<file path="src/rtl/wb_spr_bridge_pkg.sv">
// Shared definitions for the Wishbone-to-SPR bridge.
//   state_e          : bridge FSM states (also exported on the debug port)
//   SPR_GROUP_SHIFT  : bit position of the SPR group field in a Wishbone address
//   SPR_GROUP_*      : well-known SPR group numbers
//   spr_group()      : extracts the 5-bit group field from an address
package wb_spr_bridge_pkg;

  typedef enum logic [1:0] {
    ST_IDLE   = 2'd0,
    ST_ACCESS = 2'd1,
    ST_WAIT   = 2'd2,
    ST_RESP   = 2'd3
  } state_e;

  localparam int SPR_GROUP_SHIFT = 11;
  localparam int SPR_GROUP_W     = 5;

  localparam logic [4:0] SPR_GROUP_PIC = 5'd9;
  localparam logic [4:0] SPR_GROUP_TT  = 5'd10;
  localparam logic [4:0] SPR_GROUP_FP  = 5'd11;

  function automatic logic [SPR_GROUP_W-1:0] spr_group(input logic [15:0] adr);
    return adr[SPR_GROUP_SHIFT +: SPR_GROUP_W];
  endfunction

endpackage

</file>
<file path="src/rtl/wb_spr_bridge_if.sv">
// Classic Wishbone bus bundle (no pipelining, no burst tags).
//   master modport : drives cyc/stb/we/adr/dat_w, receives dat_r/ack/err
//   slave modport  : the mirror image
// Handshake: a transfer is requested while cyc and stb are both high; the
// slave completes it by raising exactly one of ack or err for one cycle.
// The master holds its request stable until that cycle.
interface wb_if #(
  parameter int AW = 32,
  parameter int DW = 32
);
  logic          cyc;
  logic          stb;
  logic          we;
  logic [AW-1:0] adr;
  logic [DW-1:0] dat_w;
  logic [DW-1:0] dat_r;
  logic          ack;
  logic          err;

  modport master (
    output cyc, stb, we, adr, dat_w,
    input  dat_r, ack, err
  );

  modport slave (
    input  cyc, stb, we, adr, dat_w,
    output dat_r, ack, err
  );
endinterface

</file>
<file path="src/rtl/wb_spr_group_decode.sv">
// Combinational SPR group decoder.
//   group     : 5-bit group field from the request address
//   group_ids : packed per-channel group numbers, channel k in slice k
//   hit       : some channel owns this group
//   sel       : one-hot channel select (all zero when no hit)
// When two channels carry the same ID the lowest-index one wins.
module wb_spr_group_decode #(
  parameter int N_GROUPS = 2
) (
  input  logic [4:0]            group,
  input  logic [N_GROUPS*5-1:0] group_ids,
  output logic                  hit,
  output logic [N_GROUPS-1:0]   sel
);

  always_comb begin
    hit = 1'b0;
    sel = '0;
    for (int k = 0; k < N_GROUPS; k++) begin
      if (!hit && (group_ids[k*5 +: 5] == group)) begin
        hit    = 1'b1;
        sel[k] = 1'b1;
      end
    end
  end

endmodule

</file>
<file path="src/rtl/wb_spr_bridge.sv">
// Wishbone slave that forwards single accesses to one of N_GROUPS SPR
// channels selected by the address group field ADR[15:11].
//   clk, rstn   : clock, asynchronous active-low reset
//   s           : Wishbone slave port
//   spr_cs      : per-channel chip select, one-cycle pulse in ACCESS
//   spr_write   : write qualifier, valid while spr_cs is high
//   spr_addr    : latched request address
//   spr_dat_i   : latched write data
//   spr_dat_o   : flattened per-channel read data, channel k at [k*W +: W]
//   busy        : FSM is not idle
//   dbg_state   : current FSM state
// Flow: IDLE -> ACCESS -> [WAIT x WAIT_STATES] -> RESP -> IDLE for mapped
// groups, IDLE -> RESP -> IDLE for unmapped ones.
module wb_spr_bridge
  import wb_spr_bridge_pkg::*;
#(
  parameter int                    WB_ADDR_WIDTH   = 32,
  parameter int                    WB_DATA_WIDTH   = 32,
  parameter int                    N_GROUPS        = 2,
  parameter logic [N_GROUPS*5-1:0] GROUP_IDS       = {5'd10, 5'd9},
  parameter int                    WAIT_STATES     = 0,
  parameter int                    ERR_ON_UNMAPPED = 1
) (
  input  logic                              clk,
  input  logic                              rstn,
  wb_if.slave                               s,
  output logic [N_GROUPS-1:0]               spr_cs,
  output logic                              spr_write,
  output logic [WB_ADDR_WIDTH-1:0]          spr_addr,
  output logic [WB_DATA_WIDTH-1:0]          spr_dat_i,
  input  logic [N_GROUPS*WB_DATA_WIDTH-1:0] spr_dat_o,
  output logic                              busy,
  output state_e                            dbg_state
);

  localparam logic [3:0] WAIT_LOAD = (WAIT_STATES > 0) ? 4'(WAIT_STATES - 1) : 4'd0;
  localparam logic       HAS_WAIT  = (WAIT_STATES > 0);
  localparam logic       ERR_EN    = (ERR_ON_UNMAPPED != 0);

  state_e                     state_q, state_d;
  logic [WB_ADDR_WIDTH-1:0]   adr_q, adr_d;
  logic [WB_DATA_WIDTH-1:0]   dat_q, dat_d;
  logic                       we_q, we_d;
  logic                       hit_q, hit_d;
  logic [N_GROUPS-1:0]        sel_q, sel_d;
  logic [WB_DATA_WIDTH-1:0]   rdata_q, rdata_d;
  logic [3:0]                 cnt_q, cnt_d;

  logic [4:0]                 group_w;
  logic                       dec_hit;
  logic [N_GROUPS-1:0]        dec_sel;
  logic [WB_DATA_WIDTH-1:0]   rd_mux;

  assign group_w = spr_group(s.adr[15:0]);

  wb_spr_group_decode #(
    .N_GROUPS (N_GROUPS)
  ) u_decode (
    .group     (group_w),
    .group_ids (GROUP_IDS),
    .hit       (dec_hit),
    .sel       (dec_sel)
  );

  // One-hot select makes an AND-OR mux sufficient.
  always_comb begin
    rd_mux = '0;
    for (int k = 0; k < N_GROUPS; k++) begin
      if (sel_q[k]) rd_mux = rd_mux | spr_dat_o[k*WB_DATA_WIDTH +: WB_DATA_WIDTH];
    end
  end

  always_comb begin
    state_d = state_q;
    adr_d   = adr_q;
    dat_d   = dat_q;
    we_d    = we_q;
    hit_d   = hit_q;
    sel_d   = sel_q;
    rdata_d = rdata_q;
    cnt_d   = cnt_q;
    case (state_q)
      ST_IDLE: begin
        if (s.cyc && s.stb) begin
          adr_d   = s.adr;
          dat_d   = s.dat_w;
          we_d    = s.we;
          hit_d   = dec_hit;
          sel_d   = dec_sel;
          rdata_d = '0;
          state_d = dec_hit ? ST_ACCESS : ST_RESP;
        end
      end
      ST_ACCESS: begin
        // Writes return zero on DAT_R, so only reads capture channel data.
        rdata_d = we_q ? '0 : rd_mux;
        if (HAS_WAIT) begin
          cnt_d   = WAIT_LOAD;
          state_d = ST_WAIT;
        end else begin
          state_d = ST_RESP;
        end
      end
      ST_WAIT: begin
        if (!s.cyc) begin
          // Master gave up; the SPR side effect has already happened.
          cnt_d   = '0;
          state_d = ST_IDLE;
        end else if (cnt_q == 4'd0) begin
          state_d = ST_RESP;
        end else begin
          cnt_d = cnt_q - 4'd1;
        end
      end
      ST_RESP: begin
        state_d = ST_IDLE;
      end
      default: state_d = ST_IDLE;
    endcase
  end

  always_ff @(posedge clk or negedge rstn) begin
    if (!rstn) begin
      state_q <= ST_IDLE;
      adr_q   <= '0;
      dat_q   <= '0;
      we_q    <= 1'b0;
      hit_q   <= 1'b0;
      sel_q   <= '0;
      rdata_q <= '0;
      cnt_q   <= '0;
    end else begin
      state_q <= state_d;
      adr_q   <= adr_d;
      dat_q   <= dat_d;
      we_q    <= we_d;
      hit_q   <= hit_d;
      sel_q   <= sel_d;
      rdata_q <= rdata_d;
      cnt_q   <= cnt_d;
    end
  end

  // All outputs decode from registered state only, so reset clears them at once.
  assign spr_cs    = (state_q == ST_ACCESS) ? sel_q : '0;
  assign spr_write = (state_q == ST_ACCESS) && we_q;
  assign spr_addr  = adr_q;
  assign spr_dat_i = dat_q;
  assign busy      = (state_q != ST_IDLE);
  assign dbg_state = state_q;

  assign s.ack   = (state_q == ST_RESP) && (hit_q || !ERR_EN);
  assign s.err   = (state_q == ST_RESP) && !hit_q && ERR_EN;
  assign s.dat_r = (state_q == ST_RESP) ? rdata_q : '0;

endmodule
</file>
<file path="src/flat_wrapper.sv">
// flat-port wrapper written by rule: the top's interface ports become plain ports
module wb_spr_bridge_flat import wb_spr_bridge_pkg::*;
#(
  parameter int                    WB_ADDR_WIDTH   = 32,
  parameter int                    WB_DATA_WIDTH   = 32,
  parameter int                    N_GROUPS        = 2,
  parameter logic [N_GROUPS*5-1:0] GROUP_IDS       = {5'd10, 5'd9},
  parameter int                    WAIT_STATES     = 0,
  parameter int                    ERR_ON_UNMAPPED = 1
)
  (clk, rstn, spr_cs, spr_write, spr_addr, spr_dat_i, spr_dat_o, busy, dbg_state, s_cyc, s_stb, s_we, s_adr, s_dat_w, s_dat_r, s_ack, s_err);
  wb_if s_i ();
  input  logic clk;
  input  logic rstn;
  output logic [N_GROUPS-1:0] spr_cs;
  output logic spr_write;
  output logic [WB_ADDR_WIDTH-1:0] spr_addr;
  output logic [WB_DATA_WIDTH-1:0] spr_dat_i;
  input  logic [N_GROUPS*WB_DATA_WIDTH-1:0] spr_dat_o;
  output logic busy;
  output state_e dbg_state;
  input wire logic [$bits(s_i.cyc)-1:0] s_cyc;
  input wire logic [$bits(s_i.stb)-1:0] s_stb;
  input wire logic [$bits(s_i.we)-1:0] s_we;
  input wire logic [$bits(s_i.adr)-1:0] s_adr;
  input wire logic [$bits(s_i.dat_w)-1:0] s_dat_w;
  output wire logic [$bits(s_i.dat_r)-1:0] s_dat_r;
  output wire logic [$bits(s_i.ack)-1:0] s_ack;
  output wire logic [$bits(s_i.err)-1:0] s_err;
  assign s_i.cyc = s_cyc;
  assign s_i.stb = s_stb;
  assign s_i.we = s_we;
  assign s_i.adr = s_adr;
  assign s_i.dat_w = s_dat_w;
  assign s_dat_r = s_i.dat_r;
  assign s_ack = s_i.ack;
  assign s_err = s_i.err;
  wb_spr_bridge #(.WB_ADDR_WIDTH(WB_ADDR_WIDTH), .WB_DATA_WIDTH(WB_DATA_WIDTH), .N_GROUPS(N_GROUPS), .GROUP_IDS(GROUP_IDS), .WAIT_STATES(WAIT_STATES), .ERR_ON_UNMAPPED(ERR_ON_UNMAPPED)) u_core (.clk(clk), .rstn(rstn), .s(s_i), .spr_cs(spr_cs), .spr_write(spr_write), .spr_addr(spr_addr), .spr_dat_i(spr_dat_i), .spr_dat_o(spr_dat_o), .busy(busy), .dbg_state(dbg_state));
endmodule
</file>
<file path="config.mk">
export PLATFORM = sky130hd
export DESIGN_NAME = wb_spr_bridge_flat
export DESIGN_NICKNAME = d
export VERILOG_FILES = /design/src/rtl/wb_spr_bridge_pkg.sv /design/src/rtl/wb_spr_bridge_if.sv /design/src/rtl/wb_spr_group_decode.sv /design/src/rtl/wb_spr_bridge.sv /design/src/flat_wrapper.sv
export SDC_FILE = /design/constraint.sdc
export NUM_CORES = 1
export LEC_CHECK = 0
export ABC_AREA = 1
export BUFFER_PORTS_ARGS = -buffer_cell sky130_fd_sc_hd__buf_4
export CORE_ASPECT_RATIO = 1.25
export CORE_MARGIN = 2
export CORE_UTILIZATION = 49
export DETAILED_ROUTE_END_ITERATION = 6
export GPL_TIMING_DRIVEN = 1
export HOLD_SLACK_MARGIN = 0.02
export PLACE_DENSITY = 0.83
export RECOVER_POWER = 50
export SYNTH_ARGS = -nofsm -noshare
export SYNTH_HDL_FRONTEND = slang
export SYNTH_SLANG_ARGS = --single-unit
</file>
<file path="constraint.sdc">
create_clock -name clk -period 3.2 [get_ports clk]
set_clock_uncertainty 0.1 [all_clocks]
set_input_delay 0.16 -clock clk [delete_from_list [all_inputs] [get_ports clk]]
set_output_delay 0.16 -clock clk [all_outputs]
set_load 0.05 [all_outputs]
</file>
==> results.ini <==
[critical_path]
worst-setup-path-type=flop to primary output
reg2reg_to=u_core.rdata_q[23]$_DFFE_PN0P_
endpoint_kind=primary output
regToRegStartpoint=u_core.dbg_state[1]$_DFFE_PN0P_
cp_slowest_cell=nand2_1
crit_path_end=s_dat_r[3]
start_kind=flop
cp.required_ps=2940
path_cells=nand2_1, nor2_1, buf_4
reg2reg_depth=6
worst_path_largest_cell_delay_ps=700
crit_start=u_core.dbg_state[1]$_DFFE_PN0P_
reg2reg_slack_ps=1170
arrival_ps=2160
critPathMaxFanout=34

[drt]
vias=4905
vias_per_cell=5.015
routed_wl_um=14980
drt_iter0_drc=244
ant_nets=0
drcViolationCount=0
avgRoutedWirePerCell_um=15.32
dr.pass1.iters=5

[placement]
placed_cells_incl_taps=898
place_hpwl_um=9418
dp_slack_ps=1099
place_congestion=0.8496
numPortBuffers=236

[synthesis]
synth.distinct_cells=21
synth_nets=700
synth_edf_count=0
synth_cells=565
synth_area_mm2=0.004678
ys.flop_type=dfrtp_1
yosysWarningCount=0
ys_async_sr_fraction_pct=100.0
synth-seq-cells=106
avgSynthCellArea_um2=8.280
ys_seq_area_share_pct=56.70

[timing]
finalWorstSetupSlack_ps=780.6
setup_tns_ps=0
slew-limit-headroom_pct=22.09
hold_violations=0
max_freq_ghz=0.4133
post-route-period-util_pct=75.61
post-route-min-period_ps=2419
final_max_slew_viol_count=0
worst_pin_slew_ps=1166
setup_violations=0
rsz0062_at_grt=false

[pwr]
switchingPower_mw=3.803
power_mw=7.243
p_leak_nw=3.691
power_switching_share_pct=52.50
clockPowerShare_pct=14.0
pwr-share-seq_pct=33.0
peakVddDrop_uv=767.0
p_per_area_mw_per_mm2=1013
share_comb_of_total_power_pct=52.9
p_int_mw=3.440

[clock_tree]
cts-root-buf=clkbuf_16
cts_tree=built
htreeDepth=3
clk_pin_slew_ps=70
cts_buffer_depth=2
cts_buffers=9
cts_resized=0
clkSinkCount=106
cts_setup_buffers=0
worstSkewPairLatency_ps=340
ctsHoldBuffers=64

[global_routing]
grt_overflow=0
grt_max_degree=69
antenna_found_initial=1
grt_pass1_vias=4868
track_usage_pct=29.13
grt_pass1_wl_um=23980

[status]
outcome=finished clean

[layout]
final_common_cell=nand2_1
ff_latch_area_mm2=0.002653
multiInputGateArea_mm2=0.001678
area_delta_synth_final_pct=52.85
fin_util_pct=77.53
fin_nets=985
final_cell_mix=244 x nand2_1, 174 x buf_4, 106 x dfrtp_1
drive_gt1_share_pct=22.60
nFillCells=679
fin_cells=978

[die]
rows=39
coreArea_mm2=0.009223
pin_count=237
die_h_um=113.2
die_w_um=91.40
die-area_mm2=0.01035
initial_core_util_pct=50.73

[hold_path]
hp-class=input pin to flop

[job]
max_cap_violations=0

## cell type report
| type | count | share of cell area, % |
|---|---|---|
| Timing Repair Buffer | 305 | 30.76 |
| Multi-Input combinational cell | 377 | 23.46 |
| Tap cell | 123 | 2.152 |
| Inverter | 51 | 2.677 |
| Sequential cell | 106 | 37.10 |
| Clock buffer | 13 | 3.640 |
| Clock inverter | 2 | 0.1750 |
| Antenna cell | 1 | 0.03500 |
## cell usage after synthesis, types with 2 or more instances
cell type / count / area (um^2)
inv_2: 2 / 7.510
buf_2: 13 / 65.06
clkbuf_1: 12 / 45.04
dfrtp_1: 106 / 2653
a22o_1: 32 / 280.3
ha_1: 2 / 25.02
buf_6: 2 / 22.52
nor2_1: 44 / 165.2
o21ai_1: 23 / 115.1
o21ai_0: 21 / 105.1
nand2_1: 244 / 915.9
inv_1: 49 / 183.9
nand3_1: 5 / 25.02
buf_4: 3 / 22.52
## sequential cells by signal (all words and copies together) (netlist names)
name and count:
u_core.rdata_q 32, u_core.spr_addr 32, u_core.spr_dat_i 32, u_core.cnt_q 4
u_core.dbg_state 2, u_core.sel_q 2, u_core.hit_q 1, u_core.we_q 1
## power groups by stage
stage                     logic, mW  registers [mW]  clock network (mW)
after CTS                      4.12            2.37                1.03
after detailed placement       4.05            2.38                   0
final                          3.83            2.39                1.02
after floorplan                1.54            3.61                   0
after global routing           4.09            2.46                1.09
after global placement         3.97            2.36                   0
## critical path, delay by kind of cell, from the launching register on
kind                   cells  cell delay (ps)
AND/OR/NAND/NOR            2             1100
buffers and inverters      1              260
flip-flops                 1              460
## cell families after synthesis
family | count (synthesis) | share of synthesized area (%)
AND/OR/NAND/NOR | 296 | 24.15
adder cells (fa/ha/maj) | 2 | 0.5348
flip-flops | 106 | 56.70
XOR/XNOR | 1 | 0.1873
buffers and inverters | 82 | 7.489
AO/OA/AOI/OAI | 78 | 10.94
## layer usage
layer  track usage (%)  wire [um]  vias to the layer above  share of wire (%)
met2             51.86       7819                      231                 52
met5                 0          0                        -                  0
met4             10.40        325                        0                2.2
li1                  -          -                     2319                  -
met3             6.458       1098                       27                7.3
met1             34.54       5741                     2328                 38
## worst min path at each step
stage / start / end / slack [ps] / cells after the start
final: s_adr[11] / u_core.spr_addr[11]$_DFFE_PN0P_ / 30 / 3
after global routing: s_adr[11] / u_core.spr_addr[11]$_DFFE_PN0P_ / 30 / 3
after CTS: s_adr[11] / u_core.spr_addr[11]$_DFFE_PN0P_ / 20 / 3
after detailed placement: rstn / u_core.spr_dat_i[5]$_DFFE_PN0P_ / 60 / 1
after global placement: rstn / u_core.spr_dat_i[5]$_DFFE_PN0P_ / 50 / 1
after floorplan: rstn / u_core.cnt_q[0]$_DFFE_PN0P_ / -240 / 0
## stage by stage
stage,area (um^2),hold WS [ps]
global placement,6485,53.53
floorplan,4678,-235.6
finish,7151,30.83
global route,7151,29.50
CTS,7398,23.50
detailed placement,6485,62.93
No activity file was read; power rests on OpenSTA's default activity.
